### src/rtl/lm07_pkg.sv
`default_nettype none
// ============================================================================
// Module   : lm07_pkg
// Brief    : Shared widths, FSM state type and frame decoding for the LM07
//            temperature monitor.
// Revision : 1.0 - initial release
// ============================================================================
package lm07_pkg;

    localparam int TEMP_W  = 13;
    localparam int FRAME_W = 16;

    typedef enum logic [1:0] {
        IDLE = 2'd0,
        BUSY = 2'd1,
        ACC  = 2'd2
    } state_t;

    // The temperature sits in the top TEMP_W bits; the low bits are status/junk.
    function automatic logic [TEMP_W-1:0] frame_to_temp(input logic [FRAME_W-1:0] frame);
        return TEMP_W'(frame >> (FRAME_W - TEMP_W));
    endfunction

endpackage
`default_nettype wire

### src/rtl/lm07_avg.sv
`default_nettype none
// ============================================================================
// Module   : lm07_avg
// Brief    : Block averager - accumulates 2**AVG_LOG2 signed samples and
//            publishes their floored mean with a one-cycle valid pulse.
// Revision : 1.0 - initial release
// ============================================================================
module lm07_avg
    import lm07_pkg::*;
#(
    parameter int AVG_LOG2 = 2
) (
    input  logic              clk,
    input  logic              rst_n,
    input  logic              i_add,
    input  logic              i_clr,
    input  logic [TEMP_W-1:0] i_sample,
    output logic [TEMP_W-1:0] o_avg_temp,
    output logic              o_avg_valid,
    output logic              o_fire,
    output logic [TEMP_W-1:0] o_avg_new
);

    // The accumulator holds at most 2**AVG_LOG2 samples, so these extra bits
    // are exactly enough to never overflow.
    localparam int c_ACC_W = TEMP_W + AVG_LOG2;
    localparam int c_CNT_W = (AVG_LOG2 > 0) ? AVG_LOG2 : 1;
    localparam logic [c_CNT_W-1:0] c_LAST = c_CNT_W'((1 << AVG_LOG2) - 1);

    logic signed [c_ACC_W-1:0] r_acc;
    logic        [c_CNT_W-1:0] r_cnt;
    logic signed [c_ACC_W-1:0] w_sample_ext;
    logic signed [c_ACC_W-1:0] w_sum;

    assign w_sample_ext = c_ACC_W'($signed(i_sample));
    assign w_sum        = r_acc + w_sample_ext;
    // Arithmetic shift floors toward -inf, which is the intended rounding.
    assign o_avg_new    = TEMP_W'(w_sum >>> AVG_LOG2);
    // Exposed so the alarm can update on the same edge as the average.
    assign o_fire       = i_add && !i_clr && (r_cnt == c_LAST);

    // Accumulate samples; on the last one publish the mean and restart the block.
    always_ff @(posedge clk or negedge rst_n) begin
        if (!rst_n) begin
            r_acc       <= '0;
            r_cnt       <= '0;
            o_avg_temp  <= '0;
            o_avg_valid <= 1'b0;
        end else begin
            o_avg_valid <= 1'b0;
            if (i_clr) begin
                r_acc <= '0;
                r_cnt <= '0;
            end else if (i_add) begin
                if (r_cnt == c_LAST) begin
                    r_acc       <= '0;
                    r_cnt       <= '0;
                    o_avg_temp  <= o_avg_new;
                    o_avg_valid <= 1'b1;
                end else begin
                    r_acc <= w_sum;
                    r_cnt <= r_cnt + c_CNT_W'(1);
                end
            end
        end
    end

endmodule
`default_nettype wire

### src/rtl/lm07_temp_monitor.sv
`default_nettype none
// ============================================================================
// Module   : lm07_temp_monitor
// Brief    : Periodically requests LM07 reads, captures the temperature,
//            averages it and drives an over-temperature alarm with
//            hysteresis plus a sticky read-timeout error.
// Revision : 1.0 - initial release
// ============================================================================
module lm07_temp_monitor
    import lm07_pkg::*;
#(
    parameter int SAMPLE_PERIOD = 64,
    parameter int AVG_LOG2      = 2,
    parameter int TIMEOUT       = 32
) (
    input  logic               SYSCLK,
    input  logic               RSTN,
    input  logic               en,
    output logic               rd_req,
    input  logic               rd_valid,
    input  logic [FRAME_W-1:0] rd_data,
    input  logic [TEMP_W-1:0]  th_hi,
    input  logic [TEMP_W-1:0]  th_lo,
    input  logic               err_clr,
    output logic [TEMP_W-1:0]  last_temp,
    output logic [TEMP_W-1:0]  avg_temp,
    output logic               avg_valid,
    output logic               alarm,
    output logic               timeout_err
);

    localparam int                 c_PER_W      = $clog2(SAMPLE_PERIOD);
    localparam logic [c_PER_W-1:0] c_PER_RELOAD = c_PER_W'(SAMPLE_PERIOD - 1);
    localparam int                 c_TO_W       = $clog2(TIMEOUT + 1);
    localparam logic [c_TO_W-1:0]  c_TO_LOAD    = c_TO_W'(TIMEOUT);
    localparam logic [c_TO_W-1:0]  c_TO_LAST    = c_TO_W'(1);

    logic [c_PER_W-1:0] r_per_cnt;
    logic [c_TO_W-1:0]  r_to_cnt;
    state_t             r_state;
    state_t             w_state_nxt;
    logic               w_tick;
    logic               w_issue;
    logic               w_capture;
    logic               w_expire;
    logic               w_add;
    logic               w_clr;
    logic               w_fire;
    logic [TEMP_W-1:0]  w_avg_new;

    assign w_tick = en && (r_per_cnt == '0);
    assign w_add  = en && (r_state == ACC);
    assign w_clr  = !en;

    // Free-running sample period; parked at full count while disabled.
    always_ff @(posedge SYSCLK or negedge RSTN) begin
        if (!RSTN) begin
            r_per_cnt <= c_PER_RELOAD;
        end else if (!en || (r_per_cnt == '0)) begin
            r_per_cnt <= c_PER_RELOAD;
        end else begin
            r_per_cnt <= r_per_cnt - 1'b1;
        end
    end

    // FSM state register.
    always_ff @(posedge SYSCLK or negedge RSTN) begin
        if (!RSTN) begin
            r_state <= IDLE;
        end else begin
            r_state <= w_state_nxt;
        end
    end

    // Next-state and control strobes; disabling abandons any read in flight.
    always_comb begin
        w_state_nxt = r_state;
        w_issue     = 1'b0;
        w_capture   = 1'b0;
        w_expire    = 1'b0;
        if (!en) begin
            w_state_nxt = IDLE;
        end else begin
            case (r_state)
                IDLE: begin
                    if (w_tick) begin
                        w_issue     = 1'b1;
                        w_state_nxt = BUSY;
                    end
                end
                BUSY: begin
                    // A late-but-valid answer beats an expiring counter.
                    if (rd_valid) begin
                        w_capture   = 1'b1;
                        w_state_nxt = ACC;
                    end else if (r_to_cnt == c_TO_LAST) begin
                        w_expire    = 1'b1;
                        w_state_nxt = IDLE;
                    end
                end
                ACC: begin
                    w_state_nxt = IDLE;
                end
                default: begin
                    w_state_nxt = IDLE;
                end
            endcase
        end
    end

    // Read timeout: loaded on request, the error fires on the edge it hits zero.
    always_ff @(posedge SYSCLK or negedge RSTN) begin
        if (!RSTN) begin
            r_to_cnt <= '0;
        end else if (w_issue) begin
            r_to_cnt <= c_TO_LOAD;
        end else if ((r_state == BUSY) && (r_to_cnt != '0)) begin
            r_to_cnt <= r_to_cnt - 1'b1;
        end
    end

    // Request pulse, sample capture, sticky error and hysteretic alarm.
    always_ff @(posedge SYSCLK or negedge RSTN) begin
        if (!RSTN) begin
            rd_req      <= 1'b0;
            last_temp   <= '0;
            timeout_err <= 1'b0;
            alarm       <= 1'b0;
        end else begin
            rd_req <= w_issue;
            if (w_capture) begin
                last_temp <= frame_to_temp(rd_data);
            end
            if (w_expire) begin
                timeout_err <= 1'b1;
            end else if (err_clr) begin
                timeout_err <= 1'b0;
            end
            if (w_fire) begin
                if ($signed(w_avg_new) > $signed(th_hi)) begin
                    alarm <= 1'b1;
                end else if ($signed(w_avg_new) < $signed(th_lo)) begin
                    alarm <= 1'b0;
                end
            end
        end
    end

    lm07_avg #(
        .AVG_LOG2 (AVG_LOG2)
    ) u_avg (
        .clk         (SYSCLK),
        .rst_n       (RSTN),
        .i_add       (w_add),
        .i_clr       (w_clr),
        .i_sample    (last_temp),
        .o_avg_temp  (avg_temp),
        .o_avg_valid (avg_valid),
        .o_fire      (w_fire),
        .o_avg_new   (w_avg_new)
    );

endmodule
`default_nettype wire

### config.mk
export PLATFORM = sky130hd
export DESIGN_NAME = lm07_temp_monitor
export DESIGN_NICKNAME = d
export VERILOG_FILES = /design/src/rtl/lm07_pkg.sv /design/src/rtl/lm07_avg.sv /design/src/rtl/lm07_temp_monitor.sv
export SDC_FILE = /design/constraint.sdc
export NUM_CORES = 1
export LEC_CHECK = 0
export CAP_MARGIN = 10
export CORE_ASPECT_RATIO = 1.75
export CORE_MARGIN = 4
export CORE_UTILIZATION = 30
export DETAILED_ROUTE_END_ITERATION = 10
export GPL_TIMING_DRIVEN = 0
export HOLD_SLACK_MARGIN = 0.06
export PLACE_DENSITY = 0.52
export REMOVE_ABC_BUFFERS = 1
export SETUP_SLACK_MARGIN = 0.2
export SYNTH_ARGS = -nofsm -noshare
export SYNTH_HDL_FRONTEND = slang
export SYNTH_HIERARCHICAL = 1
export SYNTH_SLANG_ARGS = --single-unit
### constraint.sdc
create_clock -name SYSCLK -period 4 [get_ports SYSCLK]
set_input_delay 1 -clock SYSCLK [delete_from_list [all_inputs] [get_ports SYSCLK]]
set_output_delay 1 -clock SYSCLK [all_outputs]
set_load 0.01 [all_outputs]
---- After elaboration in Yosys (flattened, before gate mapping) ----
Cells that the tools add are included.
word-level totals
  input port bits ......................... 47
  output and inout port bits .............. 30
  word-level logic and storage cells ...... 71
  flip-flop bits (word level) ............. 61
cells by class
  equality and inequality tests ........... 7
  mux-type cells .......................... 31
  reduce and logical (&&, ||, !) cells .... 16
  add/subtract/negate cells ............... 4
  $lt $le $gt $ge ......................... 2
operators by type and width
  cell                                                                     count
  15-bit two-way mux                                                       3
  6-bit two-way mux                                                        3
  1-bit two-way mux                                                        17
  15-bit by 13-bit adder with 15-bit output                                1
  2-bit two-way mux                                                        7
  13-bit greater-than comparator                                           1
  13-bit less-than comparator                                              1
  6-bit by 1-bit subtractor with 6-bit output, second input constant       2
  6-bit by 1-bit equality test with 1-bit output, second input constant    1
  6-bit logical NOT                                                        1
  2-bit nonzero test                                                       3
  6-bit nonzero test                                                       1
  1-bit logical AND                                                        5
  2-bit equality test, second input constant                               2
  4-bit inequality test, second input constant                             1
  2-bit case mux with 2 select lines                                       1
  2-bit AND reduction                                                      2
  3-bit inequality test, second input constant                             1
  3-bit AND reduction                                                      1
  2-bit by 1-bit adder with 2-bit output, second input constant            1
  2-bit by 1-bit equality test with 1-bit output, second input constant    1
  2-bit logical NOT                                                        1
  2-bit by 1-bit inequality test with 1-bit output, second input constant  1
  1-bit logical NOT                                                        1
  1-bit logical OR                                                         1

---- Depth between registers and ports, before layout ----
Gate-level depths: netlist (run 1).
  depth in word-level cells ............... 6
  depth in mapped cells ................... 14
  gate-level depth less buffers ........... 14

---- Modules after synthesis ----
Netlist (run 1), hierarchy kept.
modules (own cells, without submodules)
  module             area each (µm²)  instances  cells an instance  seq. area each (µm²)
  lm07_avg           1934.4           1          183                775.7
  lm07_temp_monitor  1924.3           1          198                758.2

---- Worst setup path after synthesis (run 1) ----
Ideal clock, no wire load.
  kind .................................... register -> register
  start point ............................. register last_temp[0]
  end point ............................... register alarm
  arrival ................................. 3.124 ns
  cell stages (with the launch flop) ...... 14
  clock period less this slack ............ 3.253 ns
  buffers on the path ..................... 0
  setup time .............................. 0.129 ns
  data required time ...................... 3.871 ns
  path slack .............................. 0.747 ns
  cell sequence ........................... dfrtp_1 ha_1 fa_1 a21o_1 a31oi_2 nor2_1 a21oi_2 o21ai_0 xor2_1 ha_1 a21o_1 a2111oi_0 o211a_1 o22ai_1
between the ends
  word-level cells in the longest chain between the ends .. 4
  elaborated cells between the ends (all ways) .. 6
  classes of those cells .................. add/sub (1); order compare (2); mux (1); reduce/logical (2)
RTL lines
  element                                                                               line                                                source
  start, declared                                                                       lm07_temp_monitor.sv:25                             output logic [TEMP_W-1:0] last_temp,
  start signal, assigned                                                                lm07_temp_monitor.sv:132                            last_temp <= frame_to_temp(rd_data);
  15-bit by 13-bit adder with 15-bit output *                                           lm07_avg.sv:36                                      assign w_sum = r_acc + w_sample_ext;
  net w_avg_new[10]                                                                     lm07_temp_monitor.sv:49                             logic [TEMP_W-1:0] w_avg_new;
  13-bit greater-than comparator / 13-bit less-than comparator (equally long branches)  lm07_temp_monitor.sv:140, lm07_temp_monitor.sv:142
  2-bit nonzero test (no line)                                                          --
  2-bit AND reduction (no line)                                                         --
  end signal, assigned                                                                  lm07_temp_monitor.sv:128                            alarm <= 1'b0;
  end signal, assigned                                                                  lm07_temp_monitor.sv:141                            alarm <= 1'b1;
  end signal, assigned                                                                  lm07_temp_monitor.sv:143                            alarm <= 1'b0;
  end, declared                                                                         lm07_temp_monitor.sv:28                             output logic alarm,
Mark *: on every way through the listed nets, which the timed path passes. The rest lies on a longest branch.
A chain may end at the register's enable or synchronous reset.

---- Final worst setup path (run 1) ----
Same ends and word-level chain as after synthesis.

==> flow_metrics.tcl, run 1 <==
set metrics [dict create \
    synth_edf_count 0 \
    ys_seq_area_share_pct 39.8 \
    async_flop_share_pct 100 \
    diodes 0 \
    cts_tree "done" \
    synthSimpleGateAreaFrac_pct 13.3 \
    use_met1_pct 14.6 \
    fin_crit_sh_pct 91.6 \
    tightest_slew_ns 1.16 \
    gp_congestion 0.776 \
    dp.final_hpwl_um 7580 \
    slew_headroom_pct 22.1 \
    die_x_um 93.7 \
    slew_viol_final 0 \
    cap_violations 0 \
    synth_xor_area_share_pct 4.90 \
    hold_viol_final 0 \
    end_kind "flop" \
    grt_max_degree 38 \
    final-seq-area_um2 1530 \
    crit_family "compound AO/OA/AOI/OAI gates" \
    finalPower_mw 1.51 \
    multi_input_area_um2 2140 \
    area_growth_pct 31.2 \
    syn_inst 381 \
    rsz0062_at_grt "no" \
    synth_mux_area_share_pct 6.49 \
    outcome "finished, final reports clean" \
    cp.required_ns 4.19 \
    hold_start "r_per_cnt[0]" \
    synth_compound_area_share_pct 15.4 \
    routedWlPerCell_um 15.3 \
    synth_ff_type "dfrtp_1" \
    start_util_pct 30.7 \
    synth_seq_cells 61 \
    reg2reg_depth 13 \
    fp.dieArea_um2 14800 \
    dr.pass1.iters 4 \
    syn_area_per_cell_um2 10.1 \
    clk_pin_slew_ns 0.05 \
    crit_arrival_ns 3.86 \
    crit_path_top_delay_cell "a2111oi_1" \
    io-pin-count 77 \
    finalSetupViolations 0 \
    grtUsageMet2_pct 25.7 \
    fp.dieH_um 158 \
    drive_gt1_share_pct 12.3 \
    cts_buffer_depth 2 \
    max_stage_delay_ns 0.47 \
    crit_chain "ha_1, fa_1, a21o_1, a31oi_2, nor2_1, a21oi_2, o21ai_0, xor2_1, ha_1, a21o_1, a2111oi_1, o211a_1, o22ai_1" \
    ys_types 57 \
    first_iter_violations 102 \
    pwr_density_cell_nw_per_um2 297 \
    vias_per_cell 4.88 \
    numClockSinks 61 \
    crit_buf_inv 0 \
    power_leakage_nw 2.51 \
    clk_latency_ns 0.33 \
    crit_start "last_temp[0]" \
    nets 553 \
    fin_crit_ns 3.66 \
    grt_usage_pct 13.9 \
    antenna_found_initial 0 \
    grt_use_met3_pct 3.23 \
    coreArea_um2 12600 \
    hp-class "flop to flop" \
    synth-adder-area-share_pct 15.1 \
    ant_nets 0 \
    busiest_layer "met2" \
    hold_path_depth 1 \
    criticalPathCategory "flop to flop" \
    cp_max_fo 3 \
    h-tree-depth 3 \
    r2r_start "last_temp[0]" \
    yosysWarnings 6 \
    placementRows 54 \
    max_freq_mhz 273 \
    routed_wl_um 9710 \
    cts-root-buf "clkbuf_16" \
    io_buffer_count 73 \
    ir_drop_v 0.000229 \
    fillers 1294 \
    cp_num_cells 13 \
    vias 3090 \
    remaining_drc_errors 0 \
    cts_buffers 9 \
    grt_pass1_vias 3284 \
    hold_buffers 0 \
    grt-ovfl-total 0 \
    final_util_pct 40.3 \
    netlist_area_um2 3860 \
    skew_ns 0.00722 \
    synth_top_family_by_area "compound AO/OA/AOI/OAI gates" \
    grt_pass1_wl_um 15700 \
    critPathLaunchType "flop" \
]
-- stage by stage --
stage / setup WS [ns] / TNS (ns) / instance area [um2] / hold slack, ns / cells
2_1_floorplan: 0.749 / 0 / 3810 / 0.428 / 373
3_3_place_gp: -0.183 / -5.16 / 4750 / 0.441 / 614
3_5_place_dp: -0.122 / -0.122 / 4780 / 0.445 / 616
4_1_cts: 0.278 / 0 / 5060 / 0.456 / 633
5_1_grt: 0.205 / 0 / 5060 / 0.465 / 633
6_report: 0.336 / 0 / 5060 / 0.456 / 633
-- kinds of logic after synthesis --
| logic type | after synthesis |
|---|---|
| fa+ha+maj | 46 |
| compound gates | 82 |
| buf+inv | 47 |
| xor+xnor | 20 |
| flops | 61 |
| mux | 22 |
| simple gates | 103 |
-- cells in the mapped netlist (all sizes together) (3+ instances only) --
| library cell | instances | area, um2 |
|---|---|---|
| inv | 39 | 146 |
| xnor2 | 11 | 96.3 |
| nor2 | 24 | 97.6 |
| dfstp | 6 | 158 |
| dfrtp | 55 | 1380 |
| a211oi | 6 | 45.0 |
| a211o | 3 | 26.3 |
| xor2 | 8 | 70.1 |
| a21oi | 22 | 118 |
| nand4 | 8 | 50.1 |
| o21ai | 10 | 50.1 |
| and3 | 5 | 31.3 |
| buf | 5 | 37.5 |
| nand3 | 6 | 30.0 |
| ha | 45 | 563 |
| nor4 | 6 | 43.8 |
| clkbuf | 3 | 11.3 |
| a21o | 10 | 76.3 |
| mux2 | 21 | 240 |
| a22o | 13 | 114 |
| nor3 | 7 | 35.0 |
| nand2 | 37 | 141 |
-- final cells by class --
type | count | share of cell area [%]
Clock inverter | 2 | 0.198
Tap cell | 168 | 4.15
Sequential cell | 61 | 30.3
Inverter | 39 | 2.97
Timing Repair Buffer | 76 | 15.1
Clock buffer | 14 | 5.02
Multi-Input combinational cell | 273 | 42.3
-- where the power goes --
group / internal, mW / total [mW] / switching [mW]
logic: 0.0851 / 0.163 / 0.0781
registers: 0.634 / 0.651 / 0.0164
clock network: 0.434 / 0.692 / 0.258
total: 1.15 / 1.51 / 0.352
-- what timing repair did --
action                     4_1_cts  5_1_grt
buffers inserted                 1        0
pin swaps                        1        0
resized for setup                2        1
hold endpoints to repair         0        0
setup endpoints to repair        1        1
-- path summary, 6_finish.rpt --
path | to | slack [ns]
min | r_per_cnt[0] | 0.46
min in group asynchronous | last_temp[2] | 0.68
max | alarm | 0.34
max in group asynchronous | r_per_cnt[5] | 2.65
max reg2reg | alarm | 0.34
min reg2reg | r_per_cnt[0] | 0.46
-- routing by layer --
layer | vias to the layer above | part of all wire [%] | wire length (um)
met2 | 71 | 53 | 5160
met5 | - | 0 | 0
met4 | 0 | 3.0 | 295
li1 | 1525 | - | -
met3 | 17 | 4.0 | 389
met1 | 1477 | 40 | 3860
-- layout by cell type (no fill, tap or decap), drive strengths merged, types with 5 or more instances in the layout --
master         netlist  final
dfrtp               55     55
ha                  45     45
a21oi               22     22
nand2               37     37
nand4                8      8
inv                 39     38
dfstp                6      6
clkbuf               3     14
and3                 5      5
clkdlybuf4s50        0     72
xor2                 8      8
a21o                10     10
xnor2               11     11
mux2                21     21
nor3                 7      7
o21ai               10     10
nor4                 6      6
nor2                24     24
a22o                13     13
a211oi               6      6
nand3                6      6
-- state kept, by name, summed over array words and instances (netlist names) --
name               cells
alarm                  1
last_temp             13
r_per_cnt              6
r_state                2
r_to_cnt               6
rd_req                 1
timeout_err            1
u_avg/o_avg_temp      13
u_avg/o_avg_valid      1
u_avg/r_acc           15
u_avg/r_cnt            2
Power figures use the tool's default switching activity.
==> run 2: changes to the inputs <==
--- a/config.mk
+++ b/config.mk
@@ -14,5 +14,4 @@
 export HOLD_SLACK_MARGIN = 0.06
 export PLACE_DENSITY = 0.52
-export REMOVE_ABC_BUFFERS = 1
 export SETUP_SLACK_MARGIN = 0.2
 export SYNTH_ARGS = -nofsm -noshare
==> constraint.sdc (replaced) <==
create_clock -name SYSCLK -period 4 [get_ports SYSCLK]
set_input_delay 0.8 -clock SYSCLK [delete_from_list [all_inputs] [get_ports SYSCLK]]
set_output_delay 0.8 -clock SYSCLK [all_outputs]
set_load 0.01 [all_outputs]
==> run 2 against run 1 <==
  * Sequential cell count is the same
  * Largest cell class unchanged
  * Critical endpoint unchanged
  * Highest routed layer unchanged
  * Largest power group unchanged
  * Utilization up 0.30 points
  * First-iteration DRC count is 6.9% lower
==> flow_metrics.tcl, run 2 (synthesis gave the netlist of run 1 again) <==
set metrics [dict create \
    die_x_um 93.7 \
    placementRows 54 \
    rsz0062_at_grt "no" \
    ir_drop_v 0.000193 \
    cts_buffers 9 \
    post_cts_buffers 0 \
    dr.pass1.iters 6 \
    routedWlPerCell_um 15.2 \
    clkPwrFrac_pct 48.5 \
    reg_top3 "u_avg/r_acc x15, last_temp x13, u_avg/o_avg_temp x13" \
    largest_register "u_avg/r_acc" \
    outcome "finished, final reports clean" \
    switching_share_pct 22.8 \
    grt_pass1_vias 3255 \
    multi_input_area_um2 2140 \
    finalSetupViolations 0 \
    cp.required_ns 4.20 \
    coreArea_um2 12600 \
    finalSetupTns_ns 0 \
    tightest_slew_ns 0.797 \
    end_kind "flop" \
    io-pin-count 77 \
    remaining_drc_errors 0 \
    grtUsageMet2_pct 25.6 \
    cp_max_fo 6 \
    crit_arrival_ns 3.76 \
    finalPower_mw 1.58 \
    h-tree-depth 3 \
    drive_gt1_share_pct 12.1 \
    fp.dieH_um 158 \
    synth_nets 474 \
    slew_viol_final 0 \
    start_util_pct 30.7 \
    layout_commonest_cell "clkdlybuf4s50_1" \
    cap_violations 0 \
    cts-root-buf "clkbuf_16" \
    skew_ns 0.00725 \
    clk_pin_slew_ns 0.05 \
    power_leakage_nw 2.53 \
    cts.repair.resized 0 \
    layout.cells.most_common_list "72 x clkdlybuf4s50_1, 55 x dfrtp_1, 45 x ha_1" \
    vias_per_cell 4.85 \
    slew_headroom_pct 46.9 \
    fin_crit_ns 3.57 \
    grt-ovfl-total 0 \
    fillers 1303 \
    hold_slack_ns 0.459 \
    numClockSinks 61 \
    max_freq_mhz 280 \
    seqPwrFrac_pct 41.2 \
    diodes 0 \
    use_met1_pct 15.2 \
    hold_buffers 0 \
    fp.dieArea_um2 14800 \
    largest_reg_flops 15 \
    cts_tree "done" \
    nets 558 \
    clk_latency_ns 0.33 \
    p_switching_mw 0.360 \
    grt_use_met3_pct 2.33 \
    critPathLaunchType "flop" \
    vias 3093 \
    antenna_found_initial 0 \
    gp_congestion 0.806 \
    cts_buffer_depth 2 \
    fin_crit_sh_pct 89.2 \
    dp.final_hpwl_um 7610 \
    grt_max_degree 62 \
    first_iter_violations 95 \
    internal-power_mw 1.22 \
    hold_viol_final 0 \
    pwr_density_cell_nw_per_um2 309 \
    busiest_layer "met2" \
    final-seq-area_um2 1530 \
    area_growth_pct 32.2 \
    io_buffer_count 73 \
    grt_usage_pct 13.9 \
    hp-class "flop to flop" \
    routed_wl_um 9710 \
    ant_nets 0 \
    grt_pass1_wl_um 15900 \
    comb_power_share_pct 10.3 \
    criticalPathCategory "flop to flop" \
]
## run 2: changes by cell type in the layout (fill, tap and decap cells not counted), sizes merged
cell,before,now
buf,4,6
clkbuf,14,16
clkinv,2,0
bufinv,0,1
clkinvlp,1,2
inv,38,39
## run 2: routing by layer
| layer | vias up | part of all wire [%] |
|---|---|---|
| li1 | 1538 | - |
| met1 | 1476 | 39 |
| met2 | 65 | 54 |
| met3 | 14 | 3.6 |
| met4 | 0 | 2.6 |
| met5 | - | 0 |
## run 2: layout make-up
| type | instances | share of cell area, % |
|---|---|---|
| Inverter | 39 | 2.87 |
| Buffer | 8 | 0.957 |
| Multi-Input combinational cell | 273 | 41.9 |
| Timing Repair Buffer | 73 | 14.3 |
| Clock inverter | 3 | 0.883 |
| Tap cell | 168 | 4.12 |
| Sequential cell | 61 | 30.1 |
| Clock buffer | 13 | 4.91 |
## run 2: worst paths after layout
kind,slack (ns),endpoint,cells past startpoint,from
max,0.43,alarm,13,last_temp[0]
min reg2reg,0.46,r_per_cnt[0],1,r_per_cnt[0]
max reg2reg,0.43,alarm,13,last_temp[0]
max in group asynchronous,2.91,last_temp[12],1,RSTN
min,0.46,r_per_cnt[0],1,r_per_cnt[0]
min in group asynchronous,0.54,u_avg/r_acc[4],1,RSTN
## run 2: worst max-delay path, stage by stage, from the launching register on
cell,delay (ns)
dfrtp_1,0.40
ha_1,0.24
fa_1,0.41
a21o_1,0.21
a31oi_2,0.27
nor2_1,0.13
a21oi_4,0.24
o21ai_0,0.13
xor2_1,0.27
ha_1,0.29
a21o_1,0.18
a2111oi_1,0.38
o211a_1,0.20
o22ai_1,0.07
## run 2: power by group through the flow
stage                     clock (mW)  sequential [mW]  combinational (mW)
after floorplan                    0            0.658              0.0761
after global placement             0            0.659               0.163
after detailed placement           0            0.660               0.166
after CTS                      0.790            0.649               0.167
after global routing           0.814            0.651               0.185
final                          0.765            0.649               0.163
## run 2: through the flow
| step | setup WS (ns) | std cells | util (%) | area (um2) |
|---|---|---|---|---|
| 2_1_floorplan | 0.747 | 381 | - | 3860 |
| 3_3_place_gp | 0.0269 | 622 | 38.2 | 4800 |
| 3_5_place_dp | 0.292 | 622 | 38.2 | 4800 |
| 4_1_cts | 0.288 | 638 | 40.5 | 5090 |
| 5_1_grt | 0.249 | 638 | 40.6 | 5100 |
| 6_report | 0.433 | 638 | 40.6 | 5100 |
